### config.mk
export PLATFORM = sky130hd
export DESIGN_NAME = sobel_frame_ctrl
export DESIGN_NICKNAME = d
export VERILOG_FILES = /design/src/rtl/sobel_pkg.sv /design/src/rtl/px_coord_counter.sv /design/src/rtl/sobel_frame_ctrl.sv
export SDC_FILE = /design/constraint.sdc
export NUM_CORES = 1
export LEC_CHECK = 0
export ABC_CLOCK_PERIOD_IN_PS = 3900
export CORE_MARGIN = 2
export CORE_UTILIZATION = 29
export CTS_CLUSTER_SIZE = 10
export DETAILED_ROUTE_END_ITERATION = 12
export MAX_ROUTING_LAYER = met4
export PLACE_DENSITY = 0.59
export SYNTH_ARGS = -nofsm -noshare
export SYNTH_HDL_FRONTEND = slang
export SYNTH_SLANG_ARGS = --single-unit
### constraint.sdc
create_clock -name clk -period 3.9 [get_ports clk]
set_input_delay 0.78 -clock clk [delete_from_list [all_inputs] [get_ports clk]]
set_output_delay 0.78 -clock clk [all_outputs]
set_load 0.02 [all_outputs]
### src/rtl/sobel_pkg.sv
// sobel_pkg: shared defaults and the controller state enumeration for the
// Sobel frame controller.
//   DEF_IMAGE_WIDTH  - default pixels per line
//   DEF_IMAGE_HEIGHT - default lines per frame
//   DEF_COORD_W      - default width of the column/row coordinate counters
//   state_t          - controller states (also driven on the state_dbg port)
package sobel_pkg;

  localparam int DEF_IMAGE_WIDTH  = 64;
  localparam int DEF_IMAGE_HEIGHT = 64;
  localparam int DEF_COORD_W      = 12;

  typedef enum logic [2:0] {
    S_IDLE  = 3'd0,
    S_FILL  = 3'd1,
    S_RUN   = 3'd2,
    S_FLUSH = 3'd3,
    S_DONE  = 3'd4
  } state_t;

endpackage

### src/rtl/px_coord_counter.sv
// px_coord_counter: raster column/row counter.
//   clk   - clock, rising edge
//   reset - synchronous, active-high; zeroes both coordinates
//   clear - synchronous clear back to (0,0)
//   adv   - advance one pixel in raster order; wraps (W-1,H-1) -> (0,0)
//   col   - current column
//   row   - current row
//   last  - current position is the final pixel of the frame
module px_coord_counter
  import sobel_pkg::*;
#(
  parameter int W  = DEF_IMAGE_WIDTH,
  parameter int H  = DEF_IMAGE_HEIGHT,
  parameter int CW = DEF_COORD_W
) (
  input  logic          clk,
  input  logic          reset,
  input  logic          clear,
  input  logic          adv,
  output logic [CW-1:0] col,
  output logic [CW-1:0] row,
  output logic          last
);

  logic col_end;
  logic row_end;

  assign col_end = (col == CW'(W - 1));
  assign row_end = (row == CW'(H - 1));
  assign last    = col_end & row_end;

  always_ff @(posedge clk) begin
    if (reset || clear) begin
      col <= '0;
      row <= '0;
    end else if (adv) begin
      if (col_end) begin
        col <= '0;
        row <= row_end ? '0 : row + CW'(1);
      end else begin
        col <= col + CW'(1);
      end
    end
  end

endmodule

### src/rtl/sobel_frame_ctrl.sv
// sobel_frame_ctrl: frame sequencing for a 3x3 Sobel datapath fed by a
// pixel stream. Tracks input and output raster positions, drives line-buffer
// writes and window shifts, and flushes the window after the last pixel.
//   clk        - clock, rising edge
//   resetn     - synchronous reset, active-high (1 = reset)
//   in_valid   - source pixel valid
//   in_ready   - pixel accepted when in_valid & in_ready
//   lb_wr_en   - line-buffer write strobe (cycle after acceptance)
//   lb_addr    - line-buffer column address
//   win_shift  - advance the 3x3 window one column
//   out_valid  - datapath output pixel valid
//   border     - output pixel is on the image border
//   out_col    - output pixel column
//   out_row    - output pixel row
//   frame_done - one-cycle pulse alongside the last output of a frame
//   frame_cnt  - completed frames, wraps (only with SOBEL_CTRL_STATS_EN)
//   drop_cnt   - cycles with in_valid while not ready, saturates
//                (only with SOBEL_CTRL_STATS_EN)
//   state_dbg  - current controller state
// Handshake: a pixel transfers on a rising edge where in_valid & in_ready;
// in_ready depends only on state, never on in_valid.
// Optional statistics are built when macro SOBEL_CTRL_STATS_EN is defined.
module sobel_frame_ctrl
  import sobel_pkg::*;
#(
  parameter int IMAGE_WIDTH  = DEF_IMAGE_WIDTH,
  parameter int IMAGE_HEIGHT = DEF_IMAGE_HEIGHT,
  parameter int COORD_W      = DEF_COORD_W
) (
  input  logic               clk,
  input  logic               resetn,
  input  logic               in_valid,
  output logic               in_ready,
  output logic               lb_wr_en,
  output logic [COORD_W-1:0] lb_addr,
  output logic               win_shift,
  output logic               out_valid,
  output logic               border,
  output logic [COORD_W-1:0] out_col,
  output logic [COORD_W-1:0] out_row,
  output logic               frame_done,
`ifdef SOBEL_CTRL_STATS_EN
  output logic [15:0]        frame_cnt,
  output logic [15:0]        drop_cnt,
`endif
  output logic [2:0]         state_dbg
);

  state_t state;
  state_t state_nx;

  logic               acc;
  logic               flushing;
  logic [COORD_W-1:0] in_col;
  logic [COORD_W-1:0] in_row;
  logic               in_last;
  logic               at_w;
  logic               out_last;

  assign in_ready  = (state == S_IDLE) || (state == S_FILL) || (state == S_RUN);
  assign acc       = in_valid & in_ready;
  assign flushing  = (state == S_FLUSH);
  assign state_dbg = state;

  // The input counter keeps stepping through FLUSH so lb_addr keeps counting
  // columns; it is cleared in DONE so the next frame starts at (0,0).
  px_coord_counter #(
    .W (IMAGE_WIDTH),
    .H (IMAGE_HEIGHT),
    .CW(COORD_W)
  ) u_in_coord (
    .clk  (clk),
    .reset(resetn),
    .clear(state == S_DONE),
    .adv  (acc | flushing),
    .col  (in_col),
    .row  (in_row),
    .last (in_last)
  );

  // Position (0,1) is raster index IMAGE_WIDTH. Accepting it completes the
  // fill of IMAGE_WIDTH+1 pixels; reaching it again in FLUSH (counter
  // restarted from (0,0) after the last pixel) marks the final flush cycle.
  assign at_w = (in_row == COORD_W'(1)) && (in_col == '0);

  always_ff @(posedge clk) begin
    if (resetn) begin
      state <= S_IDLE;
    end else begin
      state <= state_nx;
    end
  end

  always_comb begin
    state_nx = state;
    case (state)
      S_IDLE:  if (acc) state_nx = S_FILL;
      S_FILL:  if (acc && at_w) state_nx = S_RUN;
      S_RUN:   if (acc && in_last) state_nx = S_FLUSH;
      S_FLUSH: if (at_w) state_nx = S_DONE;
      S_DONE:  state_nx = S_IDLE;
      default: state_nx = S_IDLE;
    endcase
  end

  // Strobes lag the event that causes them by one cycle. Pixels accepted in
  // FILL only prime the window; every RUN acceptance and every FLUSH cycle
  // yields one output pixel.
  always_ff @(posedge clk) begin
    if (resetn) begin
      lb_wr_en  <= 1'b0;
      win_shift <= 1'b0;
      out_valid <= 1'b0;
      lb_addr   <= '0;
    end else begin
      lb_wr_en  <= acc;
      win_shift <= acc | flushing;
      out_valid <= (acc && (state == S_RUN)) || flushing;
      if (acc || flushing) begin
        lb_addr <= in_col;
      end
    end
  end

  px_coord_counter #(
    .W (IMAGE_WIDTH),
    .H (IMAGE_HEIGHT),
    .CW(COORD_W)
  ) u_out_coord (
    .clk  (clk),
    .reset(resetn),
    .clear(1'b0),
    .adv  (out_valid),
    .col  (out_col),
    .row  (out_row),
    .last (out_last)
  );

  assign border = out_valid &
                  ((out_row == '0) || (out_row == COORD_W'(IMAGE_HEIGHT - 1)) ||
                   (out_col == '0) || (out_col == COORD_W'(IMAGE_WIDTH - 1)));

  // DONE coincides with the final flush output, so the output counter sits
  // on the last pixel whenever the state is DONE.
  assign frame_done = (state == S_DONE) & out_last;

`ifdef SOBEL_CTRL_STATS_EN
  always_ff @(posedge clk) begin
    if (resetn) begin
      frame_cnt <= '0;
      drop_cnt  <= '0;
    end else begin
      if (state == S_DONE) begin
        frame_cnt <= frame_cnt + 16'd1;
      end
      if (in_valid && !in_ready && (drop_cnt != 16'hFFFF)) begin
        drop_cnt <= drop_cnt + 16'd1;
      end
    end
  end
`endif

endmodule

Yosys cells after proc, flatten, opt, wreduce, memory -nomap -nowiden

Index checks and enable logic that the tools add are counted.

Flip-flop bits (word level): 66
Bits of input ports: 3
Word-level logic and storage cells: 60

$add $sub $neg: 4
Reduce and logical (&&, ||, !) cells: 19
Bitwise gates (word level): 6
Multiplexer cells: 9
Eq/ne operators: 13

Operator list:

| operator                                                                | number |
|---|---|
| 12-bit by 1-bit adder with 12-bit output (second input constant)        | 4 |
| 12-bit by 6-bit equality test with 1-bit output (second input constant) | 4 |
| 12-bit 2-to-1 mux                                                       | 4 |
| 12-bit zero test                                                        | 3 |
| 12-bit by 1-bit equality test with 1-bit output (second input constant) | 1 |
| 3-bit 2-to-1 mux                                                        | 4 |
| 3-bit one-hot mux with 4 select lines                                   | 1 |
| 1-bit logical OR                                                        | 8 |
| 3-bit by 2-bit equality test with 1-bit output (second input constant)  | 2 |
| 1-bit AND                                                               | 5 |
| 1-bit logical AND                                                       | 4 |
| 2-bit by 1-bit != test with 1-bit output (second input constant)        | 2 |
| 2-bit != test (second input constant)                                   | 2 |
| 2-bit AND reduction                                                     | 2 |
| 4-bit AND reduction                                                     | 1 |
| 3-bit by 1-bit equality test with 1-bit output (second input constant)  | 1 |
| 3-bit equality test (second input constant)                             | 1 |
| 3-bit zero test                                                         | 1 |
| 1-bit bitwise OR                                                        | 1 |

Depth between registers and ports, before layout

Gate-level depths: netlist of the first run.

Word-level depth: 7
Mapped depth: 8

Modules after synthesis

A second synthesis of the first run with hierarchy kept.

Cell total of the unflattened synthesis: 384
Area total of the unflattened synthesis: 3350.7 sq um

By module, submodules not included:

| module           | cells an instance | area an instance (sq um) | times used |
|---|---|---|---|
| px_coord_counter | 147               | 1258.7                   | 2 |
| sobel_frame_ctrl | 90                | 833.3                    | 1 |

Worst setup path after synthesis of the first run

No wires, ideal clock.

Kind: reg-to-output
Start: register state[2] (netlist: state_dbg[2])
End: output frame_done
Arrival time: 1.778 ns
Data required time: 3.120 ns
Path slack: 1.342 ns
Path buffers: 1
Stages on the path, launching flop included: 4
Path through: dfxtp_1 > clkbuf_1 > nor3b_1 > nor4b_1

Word-level cells in the longest chain between the ends: 2

Ends and longest elaborated chain:

| element                | RTL line                | text |
|---|---|---|
| start, declared        | sobel_frame_ctrl.sv:49  | `state_t state;` |
| start signal, assigned | sobel_frame_ctrl.sv:90  | `state <= state_nx;` |
| 3-bit equality test    | sobel_frame_ctrl.sv:145 | `assign frame_done = (state == S_DONE) & out_last;` |
| 1-bit AND              | sobel_frame_ctrl.sv:145 |  |
| end, declared          | sobel_frame_ctrl.sv:41  | `output logic frame_done,` |

Every way passes these cells.

Final worst setup path of the first run

Ends and elaborated chain as after synthesis.

==> results of run 1 <==
[synth_stat cells (all sizes together), types with 10 or more instances]
cell type,instances,area (um^2)
nand2,50,187.7
a21oi,47,239.0
dfxtp,66,1321
nor2,29,108.9
o31ai,20,163.9
nand3,17,85.08
nand4,16,115.1
o21ai,10,53.80
inv,12,45.04
buf,12,76.31
xnor2,10,87.58
or4,20,150.1
[registers in the layout (all words and copies together) (netlist names)]
register         flops
win_shift            1
state_dbg            3
u_in_coord.col      12
u_in_coord.row      12
u_out_coord.col     12
u_out_coord.row     12
out_valid            1
lb_addr             12
lb_wr_en             1
[how the worst max path moves through the flow]
stage / start / end / slack [ps]
after detailed placement: in_valid / u_in_coord.row[8] / 900
after global placement: in_valid / u_in_coord.row[11] / 970
after global routing: state_dbg[2] / frame_done / 460
final: state_dbg[2] / frame_done / 670
after floorplan: state_dbg[2] / frame_done / 1340
after CTS: state_dbg[2] / frame_done / 710
[report_power, final]
group          total, mW  switching [mW]  internal, mW
Combinational     0.0443          0.0303        0.0141
Sequential         0.683         0.00494         0.678
Clock              0.585           0.285         0.300
Total               1.31           0.320         0.992
[cells by family (layout without fill, tap and decap cells)]
family | count (synthesis) | after routing
fa+ha+maj | 8 | 8
compound gates | 82 | 82
mux | 1 | 1
simple gates | 176 | 176
flops | 66 | 66
xor+xnor | 18 | 18
buf+inv | 30 | 75
[area by class of cell]
cell class                      instances  area share [%]
Multi-Input combinational cell        285           44.27
Sequential cell                        66           33.25
Timing Repair Buffer                   47           11.84
Tap cell                              140           4.408
Clock buffer                            9           3.117
Clock inverter                          7           1.984
Inverter                               12           1.134
[stage by stage]
stage               total power, mW  std cells  hold slack [ps]
floorplan                    0.7291        381            451.2
global placement             0.7428        550            448.6
detailed placement           0.7436        550            448.1
CTS                           1.332        566            462.4
global route                  1.368        566            486.1
finish                        1.312        566            460.1
[per-layer routing]
metal	up-vias	share of wire, %	track usage (%)
met5	-	0	-
met4	0	1.6	5.244
met3	9	4.7	3.023
met2	70	44	21.34
met1	1373	49	18.13
li1	1470	-	-
[worst reg2reg max path: cells and delay by family, from the launching register on]
kind	cells	cell delay [ps]
compound gates	2	770
simple gates	2	1030
flops	1	390
==> impl.org, run 1 <==
** Route
- The first detailed-routing pass took 4 iterations.
- Antenna Nets Post-Route :: 0
- Dividing the detail-routed via count by the number of cells gives 5.163.
- After detailed routing, the average wire length per cell comes to 13.77 um.
- The final route contains a little under 3000 vias.
- Number of remaining DRC errors :: 0
- Wires add up to slightly below 8000 um.
- Violation count after the first detailed-routing iteration :: between 200 and 250

** Critical path
- Kind of critical path :: flop to output port
- The critical path crosses 3 cells after its start point.
- At the worst endpoint, the required time is 3120 ps.
- Reg-to-reg endpoint :: u_in_coord.row[4]
- Broken down by cell family, the worst path's largest delay share belongs to simple AND/OR/NAND/NOR gates.
- STA puts the critical path data arrival time at 2450 ps.
- Crit end category :: output port
- Maximum fanout count along the critical path :: 14
- The worst setup path is launched from a flop.
- Cell-by-cell trace of the critical path :: nor3b_1, nor4b_1, clkdlybuf4s50_1
- Measured in cells, the most critical reg-to-reg path has a length of 4.
- The slowest stage of the critical path is the sky130_fd_sc_hd__clkdlybuf4s50_1 cell.
- Worst path max stage delay :: 680 ps
- Across all register-to-register paths, the minimum setup slack is 1570 ps.
- Buffer and inverter count on the worst path :: 1
- The worst register-to-register path begins at u_in_coord.col[6].

** Layout
- Utilization after layout :: 36.66%
- FF/Latch Area :: 1321 um^2
- Leaving out fill and tap cells, the most frequent cells in the layout are 66 x sky130_fd_sc_hd__dfxtp_1, 50 x sky130_fd_sc_hd__nand2_1, 47 x sky130_fd_sc_hd__clkdlybuf4s50_1.
- Most frequent standard cell in the layout excluding fill and tap cells :: sky130_fd_sc_hd__dfxtp_1
- Layout net count :: 432
- Area of the multi-input gates :: 1759 um^2
- Total non-filler cell area in the finished layout :: 3974 um^2
- The number of antenna diodes in the final layout is 0.
- Layout cell share with drive strength beyond 1 :: 5.634%
- Relative to the synthesized area, the layout overhead comes to 23.20%.
- Count of fill cells added during filler insertion :: 1141

** Logic synthesis
- Top flip-flop cell by instance count after synthesis :: sky130_fd_sc_hd__dfxtp_1
- Sequential fraction of the synthesis area :: 40.96%
- Yosys mapped a number of flops with a built-in enable equal to 0.
- Syn Std Cell Area :: roughly 3200 um^2
- Post-Synthesis Net Count :: 392
- Counting flops and latches in the post-synthesis netlist gives 66.
- In the synthesized netlist the async set-or-reset flop fraction comes to 0%.
- By area, the combinational part of the netlist is dominated by simple AND/OR/NAND/NOR gates.
- Post-synthesis area per instance :: 8.466 um^2
- Number of distinct library cells after synthesis :: 44
- Of the total synthesized cell area, the portion taken by full adders, half adders and majority gates is 3.103%.
- Post-Synthesis Cells :: 381
- Yosys printed 0 warnings.
- Fraction of the mapped netlist area in simple logic gates :: 30.64%
- Multiplexer cells account for less than 1% of the synthesized area.
- The synthesized netlist devotes between 15 and 20% of its cell area to compound gates.
- The synthesized netlist devotes 4.888% of its cell area to XOR and XNOR gates.

** Clock network
- Number of sinks driven by the clock tree :: 66
- The number of gates resized after CTS was 0.
- Clock-pin slew was measured on the worst setup and hold paths at 80 ps.
- CTS H-Tree Depth :: 3
- Hold repair after CTS inserted 0 buffers.
- CTS tree :: yes
- Clock buffer depth :: 2
- Post-CTS timing repair inserted 0 buffers for setup.
- Counting the buffers created by CTS gives 9.
- Clock latency at the later pin of the worst-skew pair :: 340 ps
- CTS placed an instance of sky130_fd_sc_hd__clkbuf_8 at the clock tree root.

** STA
- Between clock sinks in the finished design, the worst skew comes to 7.815 ps.
- Slew @ Worst Pin :: 966.6 ps
- Number of max-slew violations in the final report :: 0
- Final hold violation count :: 0
- Final critical-path setup slack :: 667.9 ps
- Static timing analysis puts the maximum clock frequency at 309.4 MHz.
- Post-route clock period utilization :: between 80% and 90%
- Sum of negative setup slack :: 0 ps
- Setup violations remaining at the end of the flow were counted as 0.
- Min Clock Period, post-route :: ~3200 ps
- The worst pin sits at a relative slew slack of 35.56%.
- Setup repair after global routing missed its margin :: false

** Die
- Measured along the y axis, the die boundary spans 109.5 um.
- Die footprint :: 11980 um^2
- Pin placement for this block handled 48 I/O pins.
- Site row count :: 38
- From left edge to right edge, the die measures ~110 um.
- Core ar. :: 10840 um^2
- Once the floorplan was initialized, standard cells occupied 29.76% of the core.

** GRT
- Aggregate global-route resource usage :: between 10% and 20%
- Entering global routing, the biggest net connects 29 pins.
- The initial antenna violation count came to 0.
- Number of global-route vias before repair :: between 2000 and 3000
- Wire length of the first global-routing pass :: ~13000 um
- Gr ovfl total :: 0

** Run
- The tool flagged a number of max-cap violations equal to 0.

** Power and ir drop
- Leak Pwr :: between 1 and 1.5 nW
- VDD sags by at most 0.1647 mV.
- Dividing total power by cell area gives a power density of 330.2 nW/um^2.

** Place
- The congestion estimate from routability-driven global placement came to around 0.80.
- The count of buffers added on input and output ports is 47.
- Detailed placement ended at an HPWL of 5555 um.
- Placement Cell Area :: 3771 um^2
- Pre-CTS setup slack :: 902.3 ps

** Min path
- The worst hold path passes through 2 cells.
- Hold wc startpoint :: lb_addr[7]
- The worst hold path terminates at lb_addr[7].
- Path type of the worst min-delay path :: flop to flop

** Status
- The flow ran to the end, and the final reports show no timing, DRC or antenna violations.
(Power assumes the default switching activity.)
==> run 2: changes to the inputs <==
--- a/config.mk
+++ b/config.mk
@@ -5,7 +5,7 @@
 export SDC_FILE = /design/constraint.sdc
 export NUM_CORES = 1
 export LEC_CHECK = 0
-export ABC_CLOCK_PERIOD_IN_PS = 3900
+export ABC_CLOCK_PERIOD_IN_PS = 3000
 export CORE_MARGIN = 2
 export CORE_UTILIZATION = 29
 export CTS_CLUSTER_SIZE = 10
==> constraint.sdc (replaced) <==
create_clock -name clk -period 3 [get_ports clk]
set_input_delay 0.6 -clock clk [delete_from_list [all_inputs] [get_ports clk]]
set_output_delay 0.6 -clock clk [all_outputs]
set_load 0.02 [all_outputs]
==> run 2 against run 1 <==
  * Clock power increased by 33%
  * Die area unchanged
  * Count of clock-buffer cells in the layout increased by 3
  * Register-to-register slack worse by 900 ps
  * Critical path depth rose by 2
  * Non-clock buffer count increased by 5
  * Cell count up 0.88%
  * Clock skew up 0.84 ps
  * Via count decreased by 0.10%
  * Worst hold slack lost 1.7 ps
  * Setup slack worse by 470 ps
  * Total power increased by 32%
  * Critical path type unchanged
  * Largest cell class unchanged
==> impl.org, run 2 (synthesis gave the netlist of run 1 again) <==
** Status
- Run status: complete, no violations (unchanged).

** Clock network
- The number of clock buffers inserted by TritonCTS is 9 (unchanged).
- Number of sinks driven by the clock tree :: 66 (unchanged)
- Post CTS Setup Buffer Count :: 0 (unchanged)
- Number of cells upsized or downsized after cts :: 0 (unchanged)
- The clock latency reported for the late side of the worst-skew pair was 340 ps (about the same).
- The TritonCTS clock tree was yes (unchanged).
- The clock input transition at the sequential cells of the worst setup and hold paths was 80 ps (about the same).
- The number of H-tree levels came to 3 (unchanged).
- The count of hold buffers inserted by post-cts repair was 0 (unchanged).
- Clock buffer depth :: 2 (unchanged)
- Clock tree root buffer cell :: sky130_fd_sc_hd__clkbuf_8 (unchanged)

** Layout
- Total non-filler cell area in the finished layout :: 4016 um^2 (was 3974 um^2)
- The multi-input gate area in the final layout is 1759 um^2 (unchanged).
- FF/Latch Area :: 1321 um^2 (unchanged)
- Count of fill cells added during filler insertion :: 1121 (was 1141)
- The count of nets after finishing was 437 (was 432).
- The antenna diode count came to 0 (unchanged).
- Leading cell types in the layout, fill and taps excluded: 66 x sky130_fd_sc_hd__dfxtp_1, 50 x sky130_fd_sc_hd__nand2_1, 46 x sky130_fd_sc_hd__a21oi_1, 46 x sky130_fd_sc_hd__clkdlybuf4s50_1, 29 x sky130_fd_sc_hd__nor2_1 (was 66 x sky130_fd_sc_hd__dfxtp_1, 50 x sky130_fd_sc_hd__nand2_1, 47 x sky130_fd_sc_hd__clkdlybuf4s50_1).
- Layout overhead on the synthesized area :: 24.52% (was 23.20%)
- Layout cell share with drive strength beyond 1 :: 6.497% (was 5.634%)
- Most frequent standard cell in the layout excluding fill and tap cells :: sky130_fd_sc_hd__dfxtp_1 (unchanged)

** Route
- Detail-routed net length per standard cell :: 13.82 um (was 13.77 um)
- The ratio of routed vias to standard cells is 5.112 (was 5.163).
- Number of remaining DRC errors :: 0 (unchanged)
- Antenna Nets Post-Route :: 0 (unchanged)
- The wire length reported by the detailed router came to 7889 um (was 7796 um).
- Routed vias :: 2919 (was 2922)
- The number of DRC markers after the initial detailed-route iteration was 207 (was 229).
- Pre-antenna DRT Iters :: 4 (unchanged)

** STA
- Slew @ Worst Pin :: 683.0 ps (was 966.6 ps)
- The remaining max-slew budget at the tightest pin is 54.47% (was 35.56%).
- Final hold violation count :: 0 (unchanged)
- The final count of pins violating max slew came to 0 (unchanged).
- Post-route clock period utilization :: 93.40%
- Max Clk Rate :: ~360 MHz
- The clock period could shrink to around 2800 ps.
- Setup repair after global routing missed its margin :: false (unchanged)
- Final setup viols :: 0 (unchanged)
- The setup clock skew after layout is 8.656 ps (was 7.815 ps).
- Sum of negative setup slack :: 0 ps (unchanged)

** Critical path
- The critical path start-end classification is flop to output port (unchanged).
- The element type at the critical path end is an output port (unchanged).
- Cell type of the slowest stage on the worst timing path :: sky130_fd_sc_hd__clkdlybuf4s50_1 (unchanged)
- Critical path data required time :: 2400 ps (was 3120 ps)
- Buffer and inverter count on the worst path :: 1 (unchanged)
- Slack of the worst reg-to-reg path :: 670 ps (was 1570 ps)
- The family with the most delay on the worst path is buffers and inverters (was simple AND/OR/NAND/NOR gates).
- The biggest cell delay along the critical path is 600 ps (was 680 ps).
- Cell-by-cell trace of the critical path :: and4_1, nand2_1, a21oi_1, o21a_1, clkdlybuf4s50_1 (was nor3b_1, nor4b_1, clkdlybuf4s50_1)
- The kind of launch point of the worst setup path is a flop (unchanged).
- The peak fanout along the critical path came to 8 (was 14).
- Arr. time, crit path :: 2200 ps (was 2450 ps)

** Place
- The final RePlAce weighted congestion was 0.8111 (was 0.8009).
- The number of port buffers came to 47 (unchanged).
- Placement Cell Area :: 3809 um^2 (was 3771 um^2)
- The HPWL after detailed placement is 5544 um (was 5555 um).

** Power and ir drop
- P per Cell Area :: 429.9 nW/um^2 (was 330.2 nW/um^2)
- The leakage power figure was 1.311 nW (was 1.267 nW).
- Post-layout power :: 1.727 mW (was 1.312 mW)
- Maximum VDD drop :: 0.1620 mV (was 0.1647 mV)

** GRT
- The met2 usage is 20.99% (was 21.34%).
- Global-route met3 utilization :: 3.142% (was 3.023%)
- The total global routing overflow is 0 (unchanged).
- The via count of the first global-routing pass is 2710 (was 2698).
- The largest net degree at the start of global routing was 26 (was 29).
- Routing layer with the top usage in global route :: met2 (unchanged)
- Aggregate global-route resource usage :: 14.29% (was 13.98%)
- The initial antenna violation count was 0 (unchanged).
- Wire length of the first global-routing pass :: 13140 um (was 13010 um)
- Global routing usage on met1 :: 19.20% (was 18.13%)

** Die
- The die span in x was 109.5 um (unchanged).
- The overall die area was 11980 um^2 (unchanged).
- Core ar. :: 10840 um^2 (unchanged)
- The count of boundary I/O pins was 48 (unchanged).
- The row count is 38 (unchanged).
- Initial core utilization :: 29.76% (unchanged)
- Vertical die dimension :: 109.5 um (unchanged)

** Min path
- Path type of the worst min-delay path :: flop to flop (unchanged)

** Run
- The max-capacitance violation count came to 0 (unchanged).
run 2: where the power goes:
group          switching (mW)  leakage, nW  total, mW  internal (mW)
sequential            0.00688        0.533      0.888          0.881
clock                   0.349       0.0986      0.778          0.428
combinational          0.0397        0.680     0.0608         0.0211
run 2: final timing paths:
path,depth (start not counted),endpoint,start
hold / removal,2,lb_addr[10],lb_addr[10]
setup / recovery,5,border,u_out_coord.row[2]
setup reg to reg,4,u_in_coord.row[1],u_in_coord.col[7]
hold reg to reg,2,lb_addr[10],lb_addr[10]
run 2: final cells by class:
class / instances / share of cell area, %
multi-input combinational: 285 / 43.80
clock buffer: 12 / 3.863
clock inverter: 4 / 1.246
inverter: 12 / 1.121
tap: 140 / 4.361
timing repair buffer: 52 / 12.71
sequential: 66 / 32.90
run 2: tightest hold or removal path: stages (launching register included):
cell,delay [ps]
sky130_fd_sc_hd__dfxtp_1,310
sky130_fd_sc_hd__nand2_1,50
sky130_fd_sc_hd__a21oi_1,50
run 2: per-stage QoR:
stage / utilization, % / hold slack, ps / instances / setup slack [ps]
floorplan: - / 451.2 / 381 / 622.1
global placement: 35.13 / 448.1 / 555 / 443.0
detailed placement: 35.13 / 450.6 / 555 / 356.2
CTS: 37.03 / 461.7 / 571 / 22.64
global route: 37.05 / 478.0 / 571 / 3.157
finish: 37.05 / 458.4 / 571 / 198.0
run 2: routing by layer:
layer	share of wire, %	up-vias	wire [um]
li1	-	1486	-
met1	51	1374	4050
met2	44	54	3461
met3	3.9	5	308
met4	0.86	0	68
met5	0	-	0
